===== src/rtl/alu_cmd_sequencer.sv =====
// Request FIFO and one-at-a-time issue sequencer in front of the registered-input ALU.
// Results are captured in the single cycle the ALU presents them and returned with the request tag.
module alu_cmd_sequencer #(
  parameter int N     = 8,
  parameter int DEPTH = 4,
  parameter int TAGW  = 4
) (
  input  logic            CLK,
  input  logic            RST,
  input  logic            req_valid,
  output logic            req_ready,
  input  logic [N-1:0]    req_opa,
  input  logic [N-1:0]    req_opb,
  input  logic            req_cin,
  input  logic            req_mode,
  input  logic [3:0]      req_cmd,
  input  logic [1:0]      req_inp_valid,
  input  logic [TAGW-1:0] req_tag,
  output logic            alu_ce,
  output logic [N-1:0]    alu_opa,
  output logic [N-1:0]    alu_opb,
  output logic            alu_cin,
  output logic            alu_mode,
  output logic [3:0]      alu_cmd,
  output logic [1:0]      alu_inp_valid,
  input  logic [2*N:0]    alu_res,
  input  logic [6:0]      alu_flags,
  output logic            rsp_valid,
  input  logic            rsp_ready,
  output logic [2*N:0]    rsp_res,
  output logic [6:0]      rsp_flags,
  output logic [TAGW-1:0] rsp_tag,
  output logic            busy
);

  localparam int PW = $clog2(DEPTH);
  localparam logic [PW:0] PTR_ONE = {{PW{1'b0}}, 1'b1};

  typedef enum logic [2:0] {IDLE, ISSUE, WAIT, SAMPLE, RESP} state_t;

  typedef struct packed {
    logic [N-1:0]    opa;
    logic [N-1:0]    opb;
    logic            cin;
    logic            mode;
    logic [3:0]      cmd;
    logic [1:0]      inp_valid;
    logic [TAGW-1:0] tag;
    logic            mul;
  } entry_t;

  entry_t mem_q [DEPTH];
  entry_t push_entry;
  entry_t head;

  state_t          state_q, state_d;
  logic [PW:0]     wr_ptr_q, wr_ptr_d, rd_ptr_q, rd_ptr_d;
  logic [1:0]      cnt_q, cnt_d;
  logic [TAGW-1:0] wk_tag_q, wk_tag_d;
  logic            wk_mul_q, wk_mul_d;
  logic            alu_ce_q, alu_ce_d;
  logic [N-1:0]    alu_opa_q, alu_opa_d, alu_opb_q, alu_opb_d;
  logic            alu_cin_q, alu_cin_d, alu_mode_q, alu_mode_d;
  logic [3:0]      alu_cmd_q, alu_cmd_d;
  logic [1:0]      alu_inp_valid_q, alu_inp_valid_d;
  logic            rsp_valid_q, rsp_valid_d;
  logic [2*N:0]    rsp_res_q, rsp_res_d;
  logic [6:0]      rsp_flags_q, rsp_flags_d;
  logic [TAGW-1:0] rsp_tag_q, rsp_tag_d;

  logic full, empty, push, pop, req_mul;

  // Extra pointer bit distinguishes full from empty when the indices match.
  assign empty     = (wr_ptr_q == rd_ptr_q);
  assign full      = (wr_ptr_q[PW] != rd_ptr_q[PW]) && (wr_ptr_q[PW-1:0] == rd_ptr_q[PW-1:0]);
  assign req_ready = !full && !RST;
  assign push      = req_valid && req_ready;
  assign pop       = (state_q == IDLE) && !empty;
  assign head      = mem_q[rd_ptr_q[PW-1:0]];

  assign req_mul = req_mode && (req_inp_valid == 2'b11) &&
                   ((req_cmd == 4'b1001) || (req_cmd == 4'b1010));

  always_comb begin
    push_entry.opa       = req_opa;
    push_entry.opb       = req_opb;
    push_entry.cin       = req_cin;
    push_entry.mode      = req_mode;
    push_entry.cmd       = req_cmd;
    push_entry.inp_valid = req_inp_valid;
    push_entry.tag       = req_tag;
    push_entry.mul       = req_mul;
  end

  always_ff @(posedge CLK) begin
    if (push) mem_q[wr_ptr_q[PW-1:0]] <= push_entry;
  end

  always_comb begin
    state_d         = state_q;
    wr_ptr_d        = push ? wr_ptr_q + PTR_ONE : wr_ptr_q;
    rd_ptr_d        = pop ? rd_ptr_q + PTR_ONE : rd_ptr_q;
    cnt_d           = cnt_q;
    wk_tag_d        = wk_tag_q;
    wk_mul_d        = wk_mul_q;
    alu_ce_d        = 1'b1;
    alu_opa_d       = alu_opa_q;
    alu_opb_d       = alu_opb_q;
    alu_cin_d       = alu_cin_q;
    alu_mode_d      = alu_mode_q;
    alu_cmd_d       = alu_cmd_q;
    alu_inp_valid_d = 2'b00;
    rsp_valid_d     = rsp_valid_q;
    rsp_res_d       = rsp_res_q;
    rsp_flags_d     = rsp_flags_q;
    rsp_tag_d       = rsp_tag_q;
    unique case (state_q)
      IDLE: begin
        // Operands are registered at pop so they are on the ALU port throughout ISSUE.
        if (pop) begin
          alu_opa_d       = head.opa;
          alu_opb_d       = head.opb;
          alu_cin_d       = head.cin;
          alu_mode_d      = head.mode;
          alu_cmd_d       = head.cmd;
          alu_inp_valid_d = head.inp_valid;
          wk_tag_d        = head.tag;
          wk_mul_d        = head.mul;
          state_d         = ISSUE;
        end
      end
      ISSUE: begin
        cnt_d   = wk_mul_q ? 2'd2 : 2'd1;
        state_d = WAIT;
      end
      WAIT: begin
        if (cnt_q == 2'd0) state_d = SAMPLE;
        else               cnt_d   = cnt_q - 2'd1;
      end
      SAMPLE: begin
        rsp_res_d   = alu_res;
        rsp_flags_d = alu_flags;
        rsp_tag_d   = wk_tag_q;
        rsp_valid_d = 1'b1;
        state_d     = RESP;
      end
      RESP: begin
        if (rsp_ready) begin
          rsp_valid_d = 1'b0;
          state_d     = IDLE;
        end
      end
      default: state_d = IDLE;
    endcase
  end

  always_ff @(posedge CLK or posedge RST) begin
    if (RST) begin
      state_q         <= IDLE;
      wr_ptr_q        <= '0;
      rd_ptr_q        <= '0;
      cnt_q           <= '0;
      wk_tag_q        <= '0;
      wk_mul_q        <= 1'b0;
      alu_ce_q        <= 1'b0;
      alu_opa_q       <= '0;
      alu_opb_q       <= '0;
      alu_cin_q       <= 1'b0;
      alu_mode_q      <= 1'b0;
      alu_cmd_q       <= '0;
      alu_inp_valid_q <= '0;
      rsp_valid_q     <= 1'b0;
      rsp_res_q       <= '0;
      rsp_flags_q     <= '0;
      rsp_tag_q       <= '0;
    end else begin
      state_q         <= state_d;
      wr_ptr_q        <= wr_ptr_d;
      rd_ptr_q        <= rd_ptr_d;
      cnt_q           <= cnt_d;
      wk_tag_q        <= wk_tag_d;
      wk_mul_q        <= wk_mul_d;
      alu_ce_q        <= alu_ce_d;
      alu_opa_q       <= alu_opa_d;
      alu_opb_q       <= alu_opb_d;
      alu_cin_q       <= alu_cin_d;
      alu_mode_q      <= alu_mode_d;
      alu_cmd_q       <= alu_cmd_d;
      alu_inp_valid_q <= alu_inp_valid_d;
      rsp_valid_q     <= rsp_valid_d;
      rsp_res_q       <= rsp_res_d;
      rsp_flags_q     <= rsp_flags_d;
      rsp_tag_q       <= rsp_tag_d;
    end
  end

  assign alu_ce        = alu_ce_q;
  assign alu_opa       = alu_opa_q;
  assign alu_opb       = alu_opb_q;
  assign alu_cin       = alu_cin_q;
  assign alu_mode      = alu_mode_q;
  assign alu_cmd       = alu_cmd_q;
  assign alu_inp_valid = alu_inp_valid_q;
  assign rsp_valid     = rsp_valid_q;
  assign rsp_res       = rsp_res_q;
  assign rsp_flags     = rsp_flags_q;
  assign rsp_tag       = rsp_tag_q;
  assign busy          = (state_q != IDLE) || !empty;

endmodule


===== config.mk =====
export PLATFORM = sky130hd
export DESIGN_NAME = alu_cmd_sequencer
export DESIGN_NICKNAME = d
export VERILOG_FILES = /design/src/rtl/alu_cmd_sequencer.sv
export SDC_FILE = /design/constraint.sdc
export NUM_CORES = 1
export LEC_CHECK = 0
export ABC_AREA = 1
export CAP_MARGIN = 25
export CORE_MARGIN = 2
export CORE_UTILIZATION = 54
export DETAILED_ROUTE_END_ITERATION = 10
export GPL_ROUTABILITY_DRIVEN = 0
export PLACE_DENSITY = 0.8
export SLEW_MARGIN = 20
export SYNTH_ARGS = -nofsm -noshare
export SYNTH_HDL_FRONTEND = slang
export SYNTH_SLANG_ARGS = --single-unit

===== constraint.sdc =====
create_clock -name CLK -period 3 [get_ports CLK]
set_input_delay 0.45 -clock CLK [delete_from_list [all_inputs] [get_ports CLK]]
set_output_delay 0.45 -clock CLK [all_outputs]
set_load 0.01 [all_outputs]

* After elaboration in Yosys (flattened, before gate mapping)
Memories as Yosys holds them, arrays and structs flattened. Index checks and enable logic that the tools add are counted.
Storage, ports and cells: memories 1, output and inout bits 56, register bits after elaboration 70, bits in writable memories 116, bits in read-only memories 0, input port bits 56, latch bits 0
Operators by class: eq/ne operators 14, reductions and logical operators 20, shifts and indexed selects 0, $lt $le $gt $ge 0, bitwise gates (word level) 0, multiply operators 0, div/mod/pow operators 0, muxes and demuxes 13, $add $sub $neg 3
Memory list:
- mem_q | depth 4, width 29, read ports 1, clocked after memory_dff 0, write ports 1, RTL line 52 | entry_t mem_q [DEPTH];
Operators with widths (number):
- one-hot mux 3 bit (5 select lines) | 1
- two-way mux 3 bit | 3
- == test 4 bit (second input constant) | 2
- two-way mux 2 bit | 4
- != test 2 bit (second input constant) | 4
- adder 3 x 1 -> 3 bit (second input constant) | 2
- == test 3 x 2 -> 1 bit (second input constant) | 2
- logical AND 1 bit | 6
- AND reduction 2 bit | 3
- one-hot mux 2 bit (2 select lines) | 1
- nonzero test 2 bit | 2
- == test 3 x 1 -> 1 bit (second input constant) | 1
- == test 3 bit | 1
- == test 3 bit (second input constant) | 1
- logical NOT 1 bit | 3
- logical NOT 3 bit | 1
- two-way mux 1 bit | 3
- AND reduction 3 bit | 1
- nonzero test 3 bit | 1
- == test 2 bit | 1
- == test 2 bit (second input constant) | 1
- logical NOT 2 bit | 1
- logical OR 1 bit | 2
- one-hot mux 1 bit (2 select lines) | 1
- other kinds (2) | 2

* Longest topological paths before layout
depth in word-level cells 7, depth in mapped cells 9, depth with buffers taken out 7

* Least setup slack after synthesis
Ideal clock, no wire load.
path type input port to flip-flop, from input port RST, to memory mem_q[0][0] in the netlist's numbering, enable pin, library setup time 0.415 ns, arrival 3.689 ns, cell stages on the path 3, slack -1.104 ns, cells stage by stage inv_1 > nand3_2 > nor2_1
On the way: cells in the longest elaborated chain, start to end 5
Ends and longest elaborated chain:
- start, declared | RTL line 9 | input logic RST,
- logical NOT 1 bit (no source line)
- logical AND 1 bit | RTL line 76 | assign req_ready = !full && !RST;
- logical AND 1 bit | RTL line 77 | assign push = req_valid && req_ready;
- two-way mux 1 bit | RTL line 96 | if (push) mem_q[wr_ptr_q[PW-1:0]] <= push_entry;
- two-way mux 1 bit (implied by the code) | RTL line 96
- end, declared | RTL line 52
No other way between the ends.

* Worst setup path after layout
from register wr_ptr_q[0], to output port req_ready
On the way: cells in the longest elaborated chain, start to end 4
Ends and longest elaborated chain:
- start, declared | RTL line 57 | logic [PW:0] wr_ptr_q, wr_ptr_d, rd_ptr_q, rd_ptr_d;
- start signal, assigned | RTL line 178 | wr_ptr_q <= wr_ptr_d;
- == test 2 bit | RTL line 75 | assign full = (wr_ptr_q[PW] != rd_ptr_q[PW]) && (wr_ptr_q[PW-1:0] == rd_ptr_q[PW-1:0]);
- logical AND 1 bit | RTL line 75
- logical NOT 1 bit | RTL line 76
- logical AND 1 bit | RTL line 76
- end, declared | RTL line 11 | output logic req_ready,
No other way between the ends.

==> impl_results.html <==
<table>
<tr><th>Metric</th><th>Value</th></tr>
<tr><th colspan="2">Global route</th></tr>
<tr><td>Global Route Usage Sum</td><td>21.7%</td></tr>
<tr><td>Overflow left after global routing</td><td>0</td></tr>
<tr><td>Number of global-route vias before repair</td><td>4943</td></tr>
<tr><td>Largest net degree at the start of global routing</td><td>60</td></tr>
<tr><td>Antenna violations before repair</td><td>0</td></tr>
<tr><td>Global-route wire length before repair</td><td>24200 um</td></tr>
<tr><th colspan="2">Finish</th></tr>
<tr><td>Post-Route Utilization</td><td>69.3%</td></tr>
<tr><td>Layout Area Growth over Synthesis</td><td>24.1%</td></tr>
<tr><td>Post-route cell area</td><td>9280 um^2</td></tr>
<tr><td>Filler cell count in the final layout</td><td>941</td></tr>
<tr><td>Number of nets in the finished design</td><td>768</td></tr>
<tr><td>Antenna diode count</td><td>0</td></tr>
<tr><td>Share of cells above drive strength 1</td><td>10.8%</td></tr>
<tr><th colspan="2">Route</th></tr>
<tr><td>Remaining routing DRC violations</td><td>0</td></tr>
<tr><td>Router iterations before antenna repair</td><td>6</td></tr>
<tr><td>WL/cell</td><td>17.0 um</td></tr>
<tr><td>Total via count in the routed design</td><td>4790</td></tr>
<tr><td>Routed wire length</td><td>15200 um</td></tr>
<tr><td>Drt first-iter violations</td><td>538</td></tr>
<tr><td>Number of vias per cell</td><td>5.35</td></tr>
<tr><td>Antenna Nets Post-Route</td><td>0</td></tr>
<tr><th colspan="2">Setup path</th></tr>
<tr><td>Cells along the critical path</td><td>inv_1 &gt; nand2_1 &gt; nand2_2 &gt; nand3_1 &gt; nand2_1 &gt; inv_1 &gt; clkdlybuf4s50_1</td></tr>
<tr><td>CP Launch Type</td><td>flop</td></tr>
<tr><td>CP max stage cell</td><td>sky130_fd_sc_hd__clkdlybuf4s50_1</td></tr>
<tr><td>Buffering stage count on the worst path with inverters included</td><td>3</td></tr>
<tr><td>Logic depth of the worst register-to-register path</td><td>7</td></tr>
<tr><td>CP endpoint kind</td><td>output port</td></tr>
<tr><td>CP delay by family, top</td><td>buffers and inverters</td></tr>
<tr><td>Worst Path Max Fanout</td><td>5</td></tr>
<tr><td>Type of the setup path with the least slack</td><td>reg2out</td></tr>
<tr><td>Data arrival time of the critical path</td><td>2.03 ns</td></tr>
<tr><td>Max stage delay on crit path</td><td>0.52 ns</td></tr>
<tr><td>Number of logic stages on the critical path including buffering</td><td>7</td></tr>
<tr><td>CP required</td><td>2.55 ns</td></tr>
<tr><th colspan="2">CTS</th></tr>
<tr><td>Root cell of the clock tree</td><td>sky130_fd_sc_hd__clkbuf_16</td></tr>
<tr><td>Total clock buffers created by CTS</td><td>17</td></tr>
<tr><td>H-tree depth reported by CTS</td><td>4</td></tr>
<tr><td>CTS resizes</td><td>0</td></tr>
<tr><td>Number of hold buffers added after cts</td><td>0</td></tr>
<tr><td>Maximum buffer depth of the clock tree</td><td>2</td></tr>
<tr><td>Worst-skew pair later-pin latency</td><td>0.43 ns</td></tr>
<tr><td>Total clock sinks</td><td>186</td></tr>
<tr><td>Clock transition at the registers of the reported paths</td><td>0.06 ns</td></tr>
<tr><td>TritonCTS clock tree</td><td>yes</td></tr>
<tr><td>Count of buffers added by post-CTS timing repair for setup</td><td>0</td></tr>
<tr><th colspan="2">Synth</th></tr>
<tr><td>Most common library cells after synthesis</td><td>sky130_fd_sc_hd__edfxtp_1, sky130_fd_sc_hd__nor2_1, sky130_fd_sc_hd__nand2_1</td></tr>
<tr><td>Register bit count reported by yosys</td><td>186</td></tr>
<tr><td>Leading post-synthesis cells by cell area</td><td>sky130_fd_sc_hd__edfxtp_1, sky130_fd_sc_hd__dfrtp_1, sky130_fd_sc_hd__nor2_1</td></tr>
<tr><td>Synthesized instance count</td><td>596</td></tr>
<tr><td>Post-synth top area share</td><td>46.6%</td></tr>
<tr><td>Synth async-reset ratio</td><td>37.6%</td></tr>
<tr><td>Syn_nets</td><td>658</td></tr>
<tr><td>Post-synth design cell area</td><td>7480 um^2</td></tr>
<tr><td>Primary flip-flop cell chosen by synthesis mapping</td><td>sky130_fd_sc_hd__edfxtp_1</td></tr>
<tr><td>Cell type contributing the most total cell area after synthesis</td><td>sky130_fd_sc_hd__edfxtp_1</td></tr>
<tr><td>Post-synthesis average cell area</td><td>12.5 um^2</td></tr>
<tr><td>YS warnings</td><td>0</td></tr>
<tr><td>Post-synth EDFFs</td><td>116</td></tr>
<tr><td>Share of synthesized area occupied by flip-flops and latches</td><td>70.0%</td></tr>
<tr><td>Leading cell type by number of instances after synthesis</td><td>sky130_fd_sc_hd__edfxtp_1</td></tr>
<tr><td>Number of distinct library cell variants in the gate-level netlist after synthesis</td><td>29</td></tr>
<tr><th colspan="2">Floorplanning</th></tr>
<tr><td>Total Die Area</td><td>14800 um^2</td></tr>
<tr><td>Horizontal die dimension</td><td>122 um</td></tr>
<tr><td>Die height</td><td>122 um</td></tr>
<tr><td>Initial core utilization</td><td>55.8%</td></tr>
<tr><td>Core region area</td><td>13400 um^2</td></tr>
<tr><td>I/O pins</td><td>112</td></tr>
<tr><td>Standard-cell row count</td><td>42</td></tr>
<tr><th colspan="2">Power</th></tr>
<tr><td>Power per unit of standard cell area</td><td>1010 nW/um^2</td></tr>
<tr><td>Total power consumption of the routed design</td><td>9.40 mW</td></tr>
<tr><td>Max VDD drop</td><td>0.623 mV</td></tr>
<tr><td>P_leak</td><td>3.59 nW</td></tr>
<tr><th colspan="2">Timing</th></tr>
<tr><td>Setup repair after global routing missed its margin</td><td>no</td></tr>
<tr><td>Final critical-path share of the clock period</td><td>82.5%</td></tr>
<tr><td>Final total negative setup slack</td><td>0 ns</td></tr>
<tr><td>Slew at the pin closest to its max-slew limit</td><td>0.623 ns</td></tr>
<tr><td>Number of failing hold endpoints at the final stage</td><td>0</td></tr>
<tr><td>Relative slew margins</td><td>58.4%</td></tr>
<tr><td>Final count of negative-setup-slack endpoints</td><td>0</td></tr>
<tr><td>Final period demand of the worst path</td><td>2.48 ns</td></tr>
<tr><td>Highest clock rate</td><td>0.404 GHz</td></tr>
<tr><td>Total count of max-transition violations in the final report</td><td>0</td></tr>
<tr><td>Final WS setup</td><td>0.525 ns</td></tr>
<tr><td>Final worst clock skew</td><td>0.00506 ns</td></tr>
<tr><th colspan="2">Placement</th></tr>
<tr><td>Final HPWL from detailed placement</td><td>9340 um</td></tr>
<tr><td>Total placed instance area</td><td>8720 um^2</td></tr>
<tr><td>Buffers on Ports</td><td>111</td></tr>
<tr><td>Post-Place Worst Slack</td><td>0.599 ns</td></tr>
<tr><th colspan="2">Outcome</th></tr>
<tr><td>Outcome</td><td>finished, final reports clean</td></tr>
<tr><th colspan="2">Worst hold path</th></tr>
<tr><td>Path type of the worst min-delay path</td><td>reg2reg</td></tr>
<tr><td>Cell depth of the worst hold path</td><td>2</td></tr>
<tr><th colspan="2">Job</th></tr>
<tr><td>Max-cap violation count</td><td>0</td></tr>
</table>
## layout by cell type, fill, tap and decap left out, types with 4 or more instances in the layout
master / count
sky130_fd_sc_hd__nand3_1: 14
sky130_fd_sc_hd__dfrtp_1: 69
sky130_fd_sc_hd__nand3_2: 21
sky130_fd_sc_hd__nand2_1: 82
sky130_fd_sc_hd__o21ai_1: 23
sky130_fd_sc_hd__edfxtp_1: 116
sky130_fd_sc_hd__nor2_4: 5
sky130_fd_sc_hd__buf_4: 10
sky130_fd_sc_hd__o21ai_0: 68
sky130_fd_sc_hd__nand2_2: 4
sky130_fd_sc_hd__clkdlybuf4s50_1: 111
sky130_fd_sc_hd__clkbuf_16: 17
sky130_fd_sc_hd__nor2_1: 90
sky130_fd_sc_hd__clkinvlp_4: 4
sky130_fd_sc_hd__mux2_1: 28
sky130_fd_sc_hd__inv_1: 15
sky130_fd_sc_hd__ha_1: 6
sky130_fd_sc_hd__inv_2: 5
sky130_fd_sc_hd__clkinv_1: 4
sky130_fd_sc_hd__nand4_1: 5
## power by group
group | switching, mW | internal, mW | leakage, nW
clock network | 0.915 | 1.21 | 0.262
logic | 2.09 | 1.49 | 1.43
registers | 0.312 | 3.38 | 1.90
## sequential cells by signal, summed over array words and instances, names as in the netlist, 4 cells and up
| name | count |
|---|---|
| rsp_tag | 4 |
| rsp_flags | 7 |
| alu_opb | 8 |
| alu_cmd | 4 |
| rsp_res | 17 |
| alu_opa | 8 |
| mem_q | 116 |
| wk_tag_q | 4 |
## final timing paths
kind | endpoint | startpoint | slack [ns]
max in group asynchronous | rd_ptr_q[0] | RST | 1.93
hold / removal | wk_tag_q[2] | wk_tag_q[2] | 0.47
setup reg to reg | mem_q[0][28] | wr_ptr_q[0] | 0.70
min in group asynchronous | wr_ptr_q[1] | RST | 0.50
setup / recovery | req_ready | wr_ptr_q[0] | 0.52
hold reg to reg | wk_tag_q[2] | wk_tag_q[2] | 0.47
## area by class of cell
type	count	area, um^2	area share (%)
tap	176	220	2.37
timing repair buffer	122	1210	13.0
clock buffer	18	429	4.62
clock inverter	14	130	1.40
multi-input combinational	357	1970	21.2
sequential	186	5240	56.4
inverter	22	88.8	0.957
## metal layers
| metal | wire length, um | vias up | track usage [%] | part of all wire [%] |
|---|---|---|---|---|
| met3 | 1000 | 24 | 5.95 | 6.6 |
| li1 | - | 2266 | - | - |
| met4 | 229 | 0 | 7.76 | 1.5 |
| met2 | 7750 | 153 | 37.2 | 51 |
| met5 | 0 | - | 0 | 0 |
| met1 | 6200 | 2347 | 26.7 | 41 |
## worst min-delay path: cells and delay by family (launching register included)
kind          cells  cell delay, ns
flops             1            0.34
simple gates      2            0.10
## cell families (layout without fill, tap and decap cells)
logic type,Yosys count,count (layout),share of synthesized area (%)
DFF,186,186,70.0
buffers and inverters,53,176,4.03
muxes,28,28,4.22
other,1,1,0.0502
AOI/OAI and AO/OA,94,94,6.29
xor gates and xnor gates,3,3,0.352
and+or+nand+nor,225,225,14.0
adders and majority gates,6,6,1.00
## through the flow
step / cells / hold WS, ns
after floorplan: 596 / 0.442
after global placement: 863 / 0.457
after detailed placement: 863 / 0.459
after CTS: 895 / 0.476
after global routing: 895 / 0.503
final: 895 / 0.468
Note: power is estimated with default switching activity, not from simulation.
